[config.mk]
export PLATFORM = sky130hd
export DESIGN_NAME = mc_control_flat
export DESIGN_NICKNAME = d
export VERILOG_FILES = /design/src/rtl/mc_control_if.sv /design/src/rtl/mc_control.sv /design/src/flat_wrapper.sv
export SDC_FILE = /design/constraint.sdc
export NUM_CORES = 1
export LEC_CHECK = 0
export ABC_AREA = 1
export CORE_ASPECT_RATIO = 0.75
export CORE_MARGIN = 5
export CORE_UTILIZATION = 40
export DETAILED_ROUTE_END_ITERATION = 8
export PLACE_DENSITY = 0.92
export SETUP_SLACK_MARGIN = 0.15
export SLEW_MARGIN = 10
export SYNTH_ARGS = -nofsm -noshare
export SYNTH_HDL_FRONTEND = slang
export SYNTH_SLANG_ARGS = --single-unit
[constraint.sdc]
create_clock -name CLK -period 1.85 [get_ports CLK]
set_input_delay 0.37 -clock CLK [delete_from_list [all_inputs] [get_ports CLK]]
set_output_delay 0.37 -clock CLK [all_outputs]
set_load 0.02 [all_outputs]
[src/rtl/mc_control_if.sv]
// Control/status bundle between the multi-cycle controller (master) and its datapath (slave).
interface mc_control_if #(
    parameter int unsigned CNT_W = 32
);
    logic [10:0]      opcode;
    logic             zero;
    logic             imem_ready;
    logic             dmem_ready;
    logic [2:0]       state;
    logic             ir_write;
    logic             pc_write;
    logic             pc_src;
    logic             regwrite;
    logic             memread;
    logic             memwrite;
    logic             alusrc;
    logic             reg2loc;
    logic             mem2reg;
    logic [3:0]       aluop;
    logic [2:0]       signop;
    logic             done;
    logic             fault;
    logic [CNT_W-1:0] retired;

    modport master (
        input  opcode, zero, imem_ready, dmem_ready,
        output state, ir_write, pc_write, pc_src, regwrite, memread, memwrite,
               alusrc, reg2loc, mem2reg, aluop, signop, done, fault, retired
    );

    modport slave (
        output opcode, zero, imem_ready, dmem_ready,
        input  state, ir_write, pc_write, pc_src, regwrite, memread, memwrite,
               alusrc, reg2loc, mem2reg, aluop, signop, done, fault, retired
    );
endinterface

[src/rtl/mc_control.sv]
// Multi-cycle LEGv8-subset controller: FETCH/DECODE/EXEC/MEM/WB with ready timeouts and sticky fault.
// Define MC_CONTROL_RETIRE_CNT_EN to build the retired-instruction counter.
module mc_control #(
    parameter int unsigned MEM_TIMEOUT = 15,
    parameter int unsigned CNT_W       = 32
) (
    input logic          CLK,
    input logic          resetl,
    mc_control_if.master bus
);
    localparam int unsigned     WAIT_W   = (MEM_TIMEOUT > 0) ? $clog2(MEM_TIMEOUT + 1) : 1;
    localparam logic [WAIT_W-1:0] WAIT_MAX = WAIT_W'(MEM_TIMEOUT);

    typedef enum logic [2:0] {
        FETCH  = 3'd0,
        DECODE = 3'd1,
        EXEC   = 3'd2,
        MEM    = 3'd3,
        WB     = 3'd4,
        FAULT  = 3'd7
    } state_e;

    typedef enum logic [3:0] {
        OP_LDUR, OP_STUR, OP_AND, OP_ORR, OP_ADD, OP_SUB,
        OP_ADDI, OP_SUBI, OP_MOVZ, OP_B, OP_CBZ, OP_BAD
    } op_e;

    state_e            state_q;
    logic [WAIT_W-1:0] wait_q;
    logic              run_q;
    op_e               op;
    logic [3:0]        alu_sel;
    logic [2:0]        sop_sel;
    logic              asrc_sel;

    always_comb begin
        op = OP_BAD;
        casez (bus.opcode)
            11'b??111000010: op = OP_LDUR;
            11'b??111000000: op = OP_STUR;
            11'b?0001010???: op = OP_AND;
            11'b?0101010???: op = OP_ORR;
            11'b?0?01011???: op = OP_ADD;
            11'b?1?01011???: op = OP_SUB;
            11'b?0?10001???: op = OP_ADDI;
            11'b?1?10001???: op = OP_SUBI;
            11'b110100101??: op = OP_MOVZ;
            11'b?00101?????: op = OP_B;
            11'b?011010????: op = OP_CBZ;
            default:         op = OP_BAD;
        endcase
    end

    always_comb begin
        alu_sel  = 4'b0000;
        sop_sel  = 3'b000;
        asrc_sel = 1'b0;
        case (op)
            OP_LDUR, OP_STUR: begin alu_sel = 4'b0010; sop_sel = 3'b001; asrc_sel = 1'b1; end
            OP_ADD:           alu_sel = 4'b0010;
            OP_SUB:           alu_sel = 4'b0110;
            OP_AND:           alu_sel = 4'b0000;
            OP_ORR:           alu_sel = 4'b0001;
            OP_ADDI:          begin alu_sel = 4'b0010; asrc_sel = 1'b1; end
            OP_SUBI:          begin alu_sel = 4'b0110; asrc_sel = 1'b1; end
            OP_MOVZ:          begin alu_sel = 4'b0111; sop_sel = {1'b1, bus.opcode[1:0]}; asrc_sel = 1'b1; end
            OP_B:             sop_sel = 3'b010;
            OP_CBZ:           begin alu_sel = 4'b0111; sop_sel = 3'b011; end
            default:          ;
        endcase
    end

    // run_q holds the FSM idle for the cycle after reset release, so FETCH starts on the first edge.
    always_ff @(posedge CLK or negedge resetl) begin
        if (!resetl) begin
            state_q <= FETCH;
            wait_q  <= '0;
            run_q   <= 1'b0;
        end else if (!run_q) begin
            run_q <= 1'b1;
        end else begin
            case (state_q)
                FETCH: begin
                    if (bus.imem_ready)        state_q <= DECODE;
                    else if (wait_q == WAIT_MAX) state_q <= FAULT;
                    else                       wait_q  <= wait_q + 1'b1;
                end
                DECODE: begin
                    if (op == OP_BAD) state_q <= FAULT;
                    else              state_q <= EXEC;
                end
                EXEC: begin
                    wait_q <= '0;
                    if (op == OP_B || op == OP_CBZ)         state_q <= FETCH;
                    else if (op == OP_LDUR || op == OP_STUR) state_q <= MEM;
                    else                                    state_q <= WB;
                end
                MEM: begin
                    if (bus.dmem_ready) begin
                        wait_q <= '0;
                        if (op == OP_LDUR) state_q <= WB;
                        else               state_q <= FETCH;
                    end else if (wait_q == WAIT_MAX) begin
                        state_q <= FAULT;
                    end else begin
                        wait_q <= wait_q + 1'b1;
                    end
                end
                WB: begin
                    wait_q  <= '0;
                    state_q <= FETCH;
                end
                FAULT:   state_q <= FAULT;
                default: state_q <= FAULT;
            endcase
        end
    end

    // Strobes decode from state_q plus the ready/zero inputs so handshakes complete in the same cycle.
    always_comb begin
        bus.ir_write = 1'b0;
        bus.pc_write = 1'b0;
        bus.pc_src   = 1'b0;
        bus.regwrite = 1'b0;
        bus.memread  = 1'b0;
        bus.memwrite = 1'b0;
        bus.alusrc   = 1'b0;
        bus.reg2loc  = 1'b0;
        bus.mem2reg  = 1'b0;
        bus.aluop    = 4'b0000;
        bus.signop   = 3'b000;
        bus.done     = 1'b0;
        bus.fault    = 1'b0;
        if (run_q) begin
            case (state_q)
                FETCH: begin
                    bus.memread  = 1'b1;
                    bus.ir_write = bus.imem_ready;
                end
                DECODE: begin
                    bus.reg2loc = (op == OP_STUR) || (op == OP_CBZ);
                    bus.signop  = sop_sel;
                end
                EXEC: begin
                    bus.reg2loc = (op == OP_STUR) || (op == OP_CBZ);
                    bus.signop  = sop_sel;
                    bus.aluop   = alu_sel;
                    bus.alusrc  = asrc_sel;
                    if (op == OP_B || op == OP_CBZ) begin
                        bus.pc_write = 1'b1;
                        bus.pc_src   = (op == OP_B) ? 1'b1 : bus.zero;
                        bus.done     = 1'b1;
                    end
                end
                MEM: begin
                    bus.signop   = sop_sel;
                    bus.memread  = (op == OP_LDUR);
                    bus.memwrite = (op == OP_STUR);
                    if (op == OP_STUR && bus.dmem_ready) begin
                        bus.pc_write = 1'b1;
                        bus.done     = 1'b1;
                    end
                end
                WB: begin
                    bus.signop   = sop_sel;
                    bus.regwrite = 1'b1;
                    bus.mem2reg  = (op == OP_LDUR);
                    bus.pc_write = 1'b1;
                    bus.done     = 1'b1;
                end
                FAULT:   bus.fault = 1'b1;
                default: ;
            endcase
        end
    end

    assign bus.state = state_q;

`ifdef MC_CONTROL_RETIRE_CNT_EN
    logic [CNT_W-1:0] retired_q;

    always_ff @(posedge CLK or negedge resetl) begin
        if (!resetl)       retired_q <= '0;
        else if (bus.done) retired_q <= retired_q + 1'b1;
    end

    assign bus.retired = retired_q;
`else
    assign bus.retired = {CNT_W{1'b0}};
`endif

endmodule

[src/flat_wrapper.sv]
// flat-port wrapper written by rule: the top's interface ports become plain ports
module mc_control_flat 
#(
    parameter int unsigned MEM_TIMEOUT = 15,
    parameter int unsigned CNT_W       = 32
)
  (CLK, resetl, bus_opcode, bus_zero, bus_imem_ready, bus_dmem_ready, bus_state, bus_ir_write, bus_pc_write, bus_pc_src, bus_regwrite, bus_memread, bus_memwrite, bus_alusrc, bus_reg2loc, bus_mem2reg, bus_aluop, bus_signop, bus_done, bus_fault, bus_retired);
  mc_control_if #(.CNT_W(CNT_W)) bus_i ();
  input logic CLK;
  input logic resetl;
  input wire logic [$bits(bus_i.opcode)-1:0] bus_opcode;
  input wire logic [$bits(bus_i.zero)-1:0] bus_zero;
  input wire logic [$bits(bus_i.imem_ready)-1:0] bus_imem_ready;
  input wire logic [$bits(bus_i.dmem_ready)-1:0] bus_dmem_ready;
  output wire logic [$bits(bus_i.state)-1:0] bus_state;
  output wire logic [$bits(bus_i.ir_write)-1:0] bus_ir_write;
  output wire logic [$bits(bus_i.pc_write)-1:0] bus_pc_write;
  output wire logic [$bits(bus_i.pc_src)-1:0] bus_pc_src;
  output wire logic [$bits(bus_i.regwrite)-1:0] bus_regwrite;
  output wire logic [$bits(bus_i.memread)-1:0] bus_memread;
  output wire logic [$bits(bus_i.memwrite)-1:0] bus_memwrite;
  output wire logic [$bits(bus_i.alusrc)-1:0] bus_alusrc;
  output wire logic [$bits(bus_i.reg2loc)-1:0] bus_reg2loc;
  output wire logic [$bits(bus_i.mem2reg)-1:0] bus_mem2reg;
  output wire logic [$bits(bus_i.aluop)-1:0] bus_aluop;
  output wire logic [$bits(bus_i.signop)-1:0] bus_signop;
  output wire logic [$bits(bus_i.done)-1:0] bus_done;
  output wire logic [$bits(bus_i.fault)-1:0] bus_fault;
  output wire logic [$bits(bus_i.retired)-1:0] bus_retired;
  assign bus_i.opcode = bus_opcode;
  assign bus_i.zero = bus_zero;
  assign bus_i.imem_ready = bus_imem_ready;
  assign bus_i.dmem_ready = bus_dmem_ready;
  assign bus_state = bus_i.state;
  assign bus_ir_write = bus_i.ir_write;
  assign bus_pc_write = bus_i.pc_write;
  assign bus_pc_src = bus_i.pc_src;
  assign bus_regwrite = bus_i.regwrite;
  assign bus_memread = bus_i.memread;
  assign bus_memwrite = bus_i.memwrite;
  assign bus_alusrc = bus_i.alusrc;
  assign bus_reg2loc = bus_i.reg2loc;
  assign bus_mem2reg = bus_i.mem2reg;
  assign bus_aluop = bus_i.aluop;
  assign bus_signop = bus_i.signop;
  assign bus_done = bus_i.done;
  assign bus_fault = bus_i.fault;
  assign bus_retired = bus_i.retired;
  mc_control #(.MEM_TIMEOUT(MEM_TIMEOUT), .CNT_W(CNT_W)) u_core (.CLK(CLK), .resetl(resetl), .bus(bus_i));
endmodule
=== Yosys cells after proc, flatten, opt, wreduce, memory -nomap -nowiden ===
Index checks and enable logic that the tools add are counted.

* $add $sub $neg: 1
* Equality and inequality tests: 28
* Muxes and demuxes: 44
* Reductions and logical operators: 16

{| class="wikitable"
|+ Operators with widths
! operator !! count
|-
| 4-bit one-hot mux with 11 select lines || 1
|-
| 3-bit two-way mux || 10
|-
| 9-bit equality test, second input constant || 3
|-
| 3-bit one-hot mux with 4 select lines || 2
|-
| 1-bit two-way mux || 23
|-
| 4-bit equality test, second input constant || 5
|-
| 4-bit by 3-bit equality test with 1-bit output, second input constant || 4
|-
| 4-bit two-way mux || 4
|-
| 3-bit one-hot mux with 5 select lines || 1
|-
| 6-bit by 5-bit equality test with 1-bit output, second input constant || 2
|-
| 6-bit equality test, second input constant || 2
|-
| 4-bit one-hot mux with 3 select lines || 1
|-
| 2-bit OR reduction || 5
|-
| 4-bit OR reduction || 2
|-
| 7-bit by 4-bit equality test with 1-bit output, second input constant || 1
|-
| 7-bit by 6-bit equality test with 1-bit output, second input constant || 1
|-
| 3-bit by 2-bit equality test with 1-bit output, second input constant || 2
|-
| 3-bit equality test, second input constant || 2
|-
| 6-bit by 4-bit equality test with 1-bit output, second input constant || 1
|-
| 5-bit by 3-bit equality test with 1-bit output, second input constant || 1
|-
| 5-bit OR reduction || 1
|-
| 4-bit by 1-bit adder with 4-bit output, second input constant || 1
|-
| 4-bit by 1-bit equality test with 1-bit output, second input constant || 1
|-
| 4-bit by 2-bit equality test with 1-bit output, second input constant || 1
|-
| other kinds (10) || 12
|}

* Bits in registers: 8

=== Longest topological paths before layout ===
* Word-level depth: 7
* Mapped depth: 11

=== Worst setup path before layout ===
No wires, ideal clock.

* Kind: register -> output
* Start point: reg u_core.state_q[2], in the netlist u_core.bus.state[2]
* End point: out bus_pc_write
* Data arrival time: 1.676 ns
* Required time: 1.480 ns
* Slack: -0.196 ns
* Stages on the path, launching flop included: 11
* Cells stage by stage: dfrtp_1 inv_2 nand2_1 inv_1 nand2_1 inv_1 nand3_1 o22ai_1 nor2_1 nor2_1 buf_4

* Longest elaborated chain between the ends: 3

{| class="wikitable"
|+ RTL lines
! element !! line !! source
|-
| start, declared || mc_control.sv:28 || <nowiki>state_e state_q;</nowiki>
|-
| start signal, assigned || mc_control.sv:76 || <nowiki>state_q <= FETCH;</nowiki>
|-
| start signal, assigned || mc_control.sv:84 || <nowiki>if (bus.imem_ready) state_q <= DECODE;</nowiki>
|-
| start signal, assigned || mc_control.sv:85 || <nowiki>else if (wait_q == WAIT_MAX) state_q <= FAULT;</nowiki>
|-
| 3-bit equality test / 3-bit by 2-bit equality test with 1-bit output (equally long branches) || - ||
|-
| 1-bit one-hot mux with 3 select lines (*) || - ||
|-
| 1-bit two-way mux (*) || - ||
|-
| end, declared || flat_wrapper.sv:17 || <nowiki>output wire logic [$bits(bus_i.pc_write)-1:0] bus_pc_write;</nowiki>
|}

Every way passes the cells marked *; elsewhere a longest branch is shown, timed or not.

=== Worst setup path after layout ===
* Start point: in bus_opcode[6]
* End point: out bus_done

* Longest elaborated chain between the ends: 7

{| class="wikitable"
|+ RTL lines
! element !! line !! source
|-
| start, declared || flat_wrapper.sv:11 || <nowiki>input wire logic [$bits(bus_i.opcode)-1:0] bus_opcode;</nowiki>
|-
| 9-bit equality test, or another cell as far along || mc_control.sv:38 || <nowiki>casez (bus.opcode)</nowiki>
|-
| 4-bit one-hot mux with 11 select lines (*) || mc_control.sv:38 ||
|-
| 4-bit by 1-bit equality test with 1-bit output / 4-bit equality test (equally long branches) || mc_control.sv:159, mc_control.sv:149 ||
|-
| 1-bit logical AND / 1-bit logical OR (equally long branches) || mc_control.sv:159, mc_control.sv:149 ||
|-
| 1-bit two-way mux, on equally long branches || mc_control.sv:159, mc_control.sv:149 ||
|-
| 1-bit one-hot mux with 3 select lines (*) || mc_control.sv:135 || <nowiki>case (state_q)</nowiki>
|-
| 1-bit two-way mux (*) || mc_control.sv:134 || <nowiki>if (run_q) begin</nowiki>
|-
| end, declared || flat_wrapper.sv:27 || <nowiki>output wire logic [$bits(bus_i.done)-1:0] bus_done;</nowiki>
|}

Marks and branches as above.

==> flow_summary_export.csv <==
group,metric,value,unit
route,vias_per_cell,5.63,
place,place_ws,-996,ps
worst_setup_path,cp_max_fo,6,
final_layout,post-route-util,0.803,
clock_network,cts_buffers,3,
sta,setup_viol,14,
clock_network,insertion_delay,230,ps
clock_network,cts_sinks,8,
yosys,synth.yosys.seq_area_share,0.153,
worst_setup_path,cp.arrival,1680,ps
worst_setup_path,regToRegSetupSlack,130,ps
sta,max_freq,487,MHz
place,placed_area,1990,µm²
grt,grt_use_total,0.252,
grt,grt_start_max_net_pins,9,
final_layout,n_antenna_cell,0,
yosys,ys.flop_type,"dfrtp_1",
final_layout,syn_to_final_growth,98.2,%
job,cap_viol_max_count,0,
place,post-place-cells,347,
die,fp.dieH,59.5,µm
die,dieArea,4520,µm²
worst_setup_path,cp.required,1480,ps
yosys,synth_area,1310,µm²
grt,grt_pass1_vias,1934,
clock_network,clk_pin_slew_worst_paths,40,ps
route,dr.pass1.iters,5,
sta,fin_crit_sh,1.11,
sta,slew_viol_final,0,
sta,layout_setup_ws,-204,ps
route,post_drt_wl_per_cell,19.0,µm
worst_setup_path,path_class,"in2out",
worst_setup_path,crit_end,"bus_done",
yosys,synthDistinctLibCells,27,
clock_network,cts_root_buf,"clkbuf_8",
final_layout,fin_area,2590,µm²
clock_network,cts_max_path_buffers,2,
min_path,hp-class,"in2async",
final_layout,fill_cells,179,
route,drt-total-wl,7090,µm
grt,antenna_found_initial,0,
yosys,synth_seq_cells,8,
clock_network,cts_tree,"done",
yosys,ys_warn_count,0,
route,met1_length,2590,µm
worst_setup_path,worstSetupEndpointType,"primary output",
power,peakVddDrop,0.000855,V
route,wl_met2,3270,µm
die,core_area,3220,µm²
sta,fin_setup_tns,-1370,ps
route,drt-initial-drc-count,217,
yosys,synth_edf_count,0,
clock_network,h-tree-depth,1,
worst_setup_path,worstReg2RegStart,"u_core.bus.state[2]",
status,violations,"setup timing",
sta,fin_worst_skew,7.00,ps
grt,grt_pass1_wl,9100,µm
power,p_leak,1.28,nW
worst_setup_path,worstSetupStartpoint,"bus_opcode[6]",
place,io_buffers,35,
status,status,"complete, but fails checks",
route,drc_errors,0,
route,ant_nets,0,
final_layout,layout.nets,351,
route,vias,2101,
die,rows,18,
sta,hold_viol,0,
sta,grt_setup_unrepaired,"yes",
grt,globalRouteOverflowTotal,0,
worst_setup_path,start_kind,"primary input",
route,wl_met3,723,µm
worst_setup_path,reg2reg_depth,9,
die,boundaryPins,69,
die,die_w,76.0,µm
route,highest_layer,"met4",
final_layout,drive_above_1_share,0.589,
yosys,synth-async-reset-ratio,1.00,
place,post-dp-hpwl,3680,µm
final_layout,stdcell_count,373,
yosys,syn_inst,227,
sta,min_period,2050,ps
sta,worst_hold_slack,423,ps
worst_setup_path,r2r_end,"u_core.wait_q[2]",
die,start_util,0.405,
power,power,1.73,mW
place,gp_congestion,1.02,
yosys,syn-mean-instance-area,5.75,µm²
power,powerDensity,669,nW/µm²
## timing repair
item	4_1_cts	5_1_grt
pin swaps	39	27
resized for setup	221	51
endpoints found under the setup margin	22	19
setup buffers	12	10
hold buffers	0	0
## power breakdown
group / switching, mW / internal, mW / total, mW
Sequential: 0.0972 / 0.253 / 0.350
Combinational: 0.674 / 0.493 / 1.17
Clock: 0.0651 / 0.149 / 0.214
## cell usage after synthesis (3+ instances only)
cell / n / area [µm²]
inv_1: 31 / 116
nand4_1: 5 / 31.3
a31oi_1: 3 / 18.8
inv_2: 4 / 15.0
dfrtp_1: 8 / 200
a21oi_1: 4 / 20.0
nor3_1: 8 / 40.0
nand2_2: 3 / 18.8
buf_4: 34 / 255
nor2_2: 6 / 37.5
nand2_1: 42 / 158
nand3_1: 16 / 80.1
nor2_1: 38 / 143
o21ai_0: 7 / 35.0
## state kept, by name, summed over array words and instances, names as in the netlist
register and cells:
u_core.bus.state 3, u_core.wait_q 4, u_core.run_q 1
## how the worst min path moves through the flow
| stage | startpoint | to | slack, ps | cells past startpoint |
|---|---|---|---|---|
| after floorplan | resetl | u_core.bus.state[0] | 70 | 0 |
| after global placement | u_core.wait_q[2] | u_core.wait_q[2] | 550 | 2 |
| after detailed placement | u_core.wait_q[2] | u_core.wait_q[2] | 570 | 2 |
| after CTS | resetl | u_core.run_q | 420 | 1 |
| after global routing | resetl | u_core.run_q | 440 | 1 |
| final | resetl | u_core.run_q | 420 | 1 |
## logic make-up (layout without fill, tap and decap cells)
logic type / Yosys count / count (layout) / share of synthesized area
other: 2 / 34 / 0.00575
AO/OA/AOI/OAI: 19 / 19 / 0.0834
adder cells (fa/ha/maj): 1 / 1 / 0.00959
buffers and inverters: 70 / 144 / 0.299
flip-flops: 8 / 8 / 0.153
XOR/XNOR: 1 / 1 / 0.00671
AND/OR/NAND/NOR: 126 / 126 / 0.442
## critical path: stages
cell	delay, ps
buf_12	110
nor2_4	250
nand3_2	160
nand2_4	120
inv_2	80
o22ai_2	170
nor2_1	90
nor2_2	190
buf_6	150
## per-layer routing
metal	global-route usage	vias up
li1	-	873
met1	0.276	964
met2	0.443	194
met3	0.0502	70
met4	0.185	0
met5	0	-
## placed cells by master, fill, tap and decap left out, types with 6 or more instances in the layout
cell type / netlist / routed
buf_4: 34 / 64
conb_1: 2 / 34
nand2_1: 42 / 26
inv_2: 4 / 13
nand2_4: 0 / 9
nor2_2: 6 / 12
buf_6: 0 / 26
nand3_1: 16 / 11
inv_1: 31 / 15
nor2_1: 38 / 17
nor2_4: 2 / 17
inv_4: 0 / 6
nand2_2: 3 / 10
## cell type report
| cell class | count | area (µm²) | share of cell area |
|---|---|---|---|
| inverters | 35 | 151 | 0.0585 |
| clock buffers | 4 | 45.0 | 0.0174 |
| repair buffers | 105 | 908 | 0.351 |
| well taps | 40 | 50.0 | 0.0194 |
| flip-flops and latches | 8 | 204 | 0.0789 |
| multi-input cells | 181 | 1230 | 0.475 |
No activity file was read; power rests on OpenSTA's default activity.
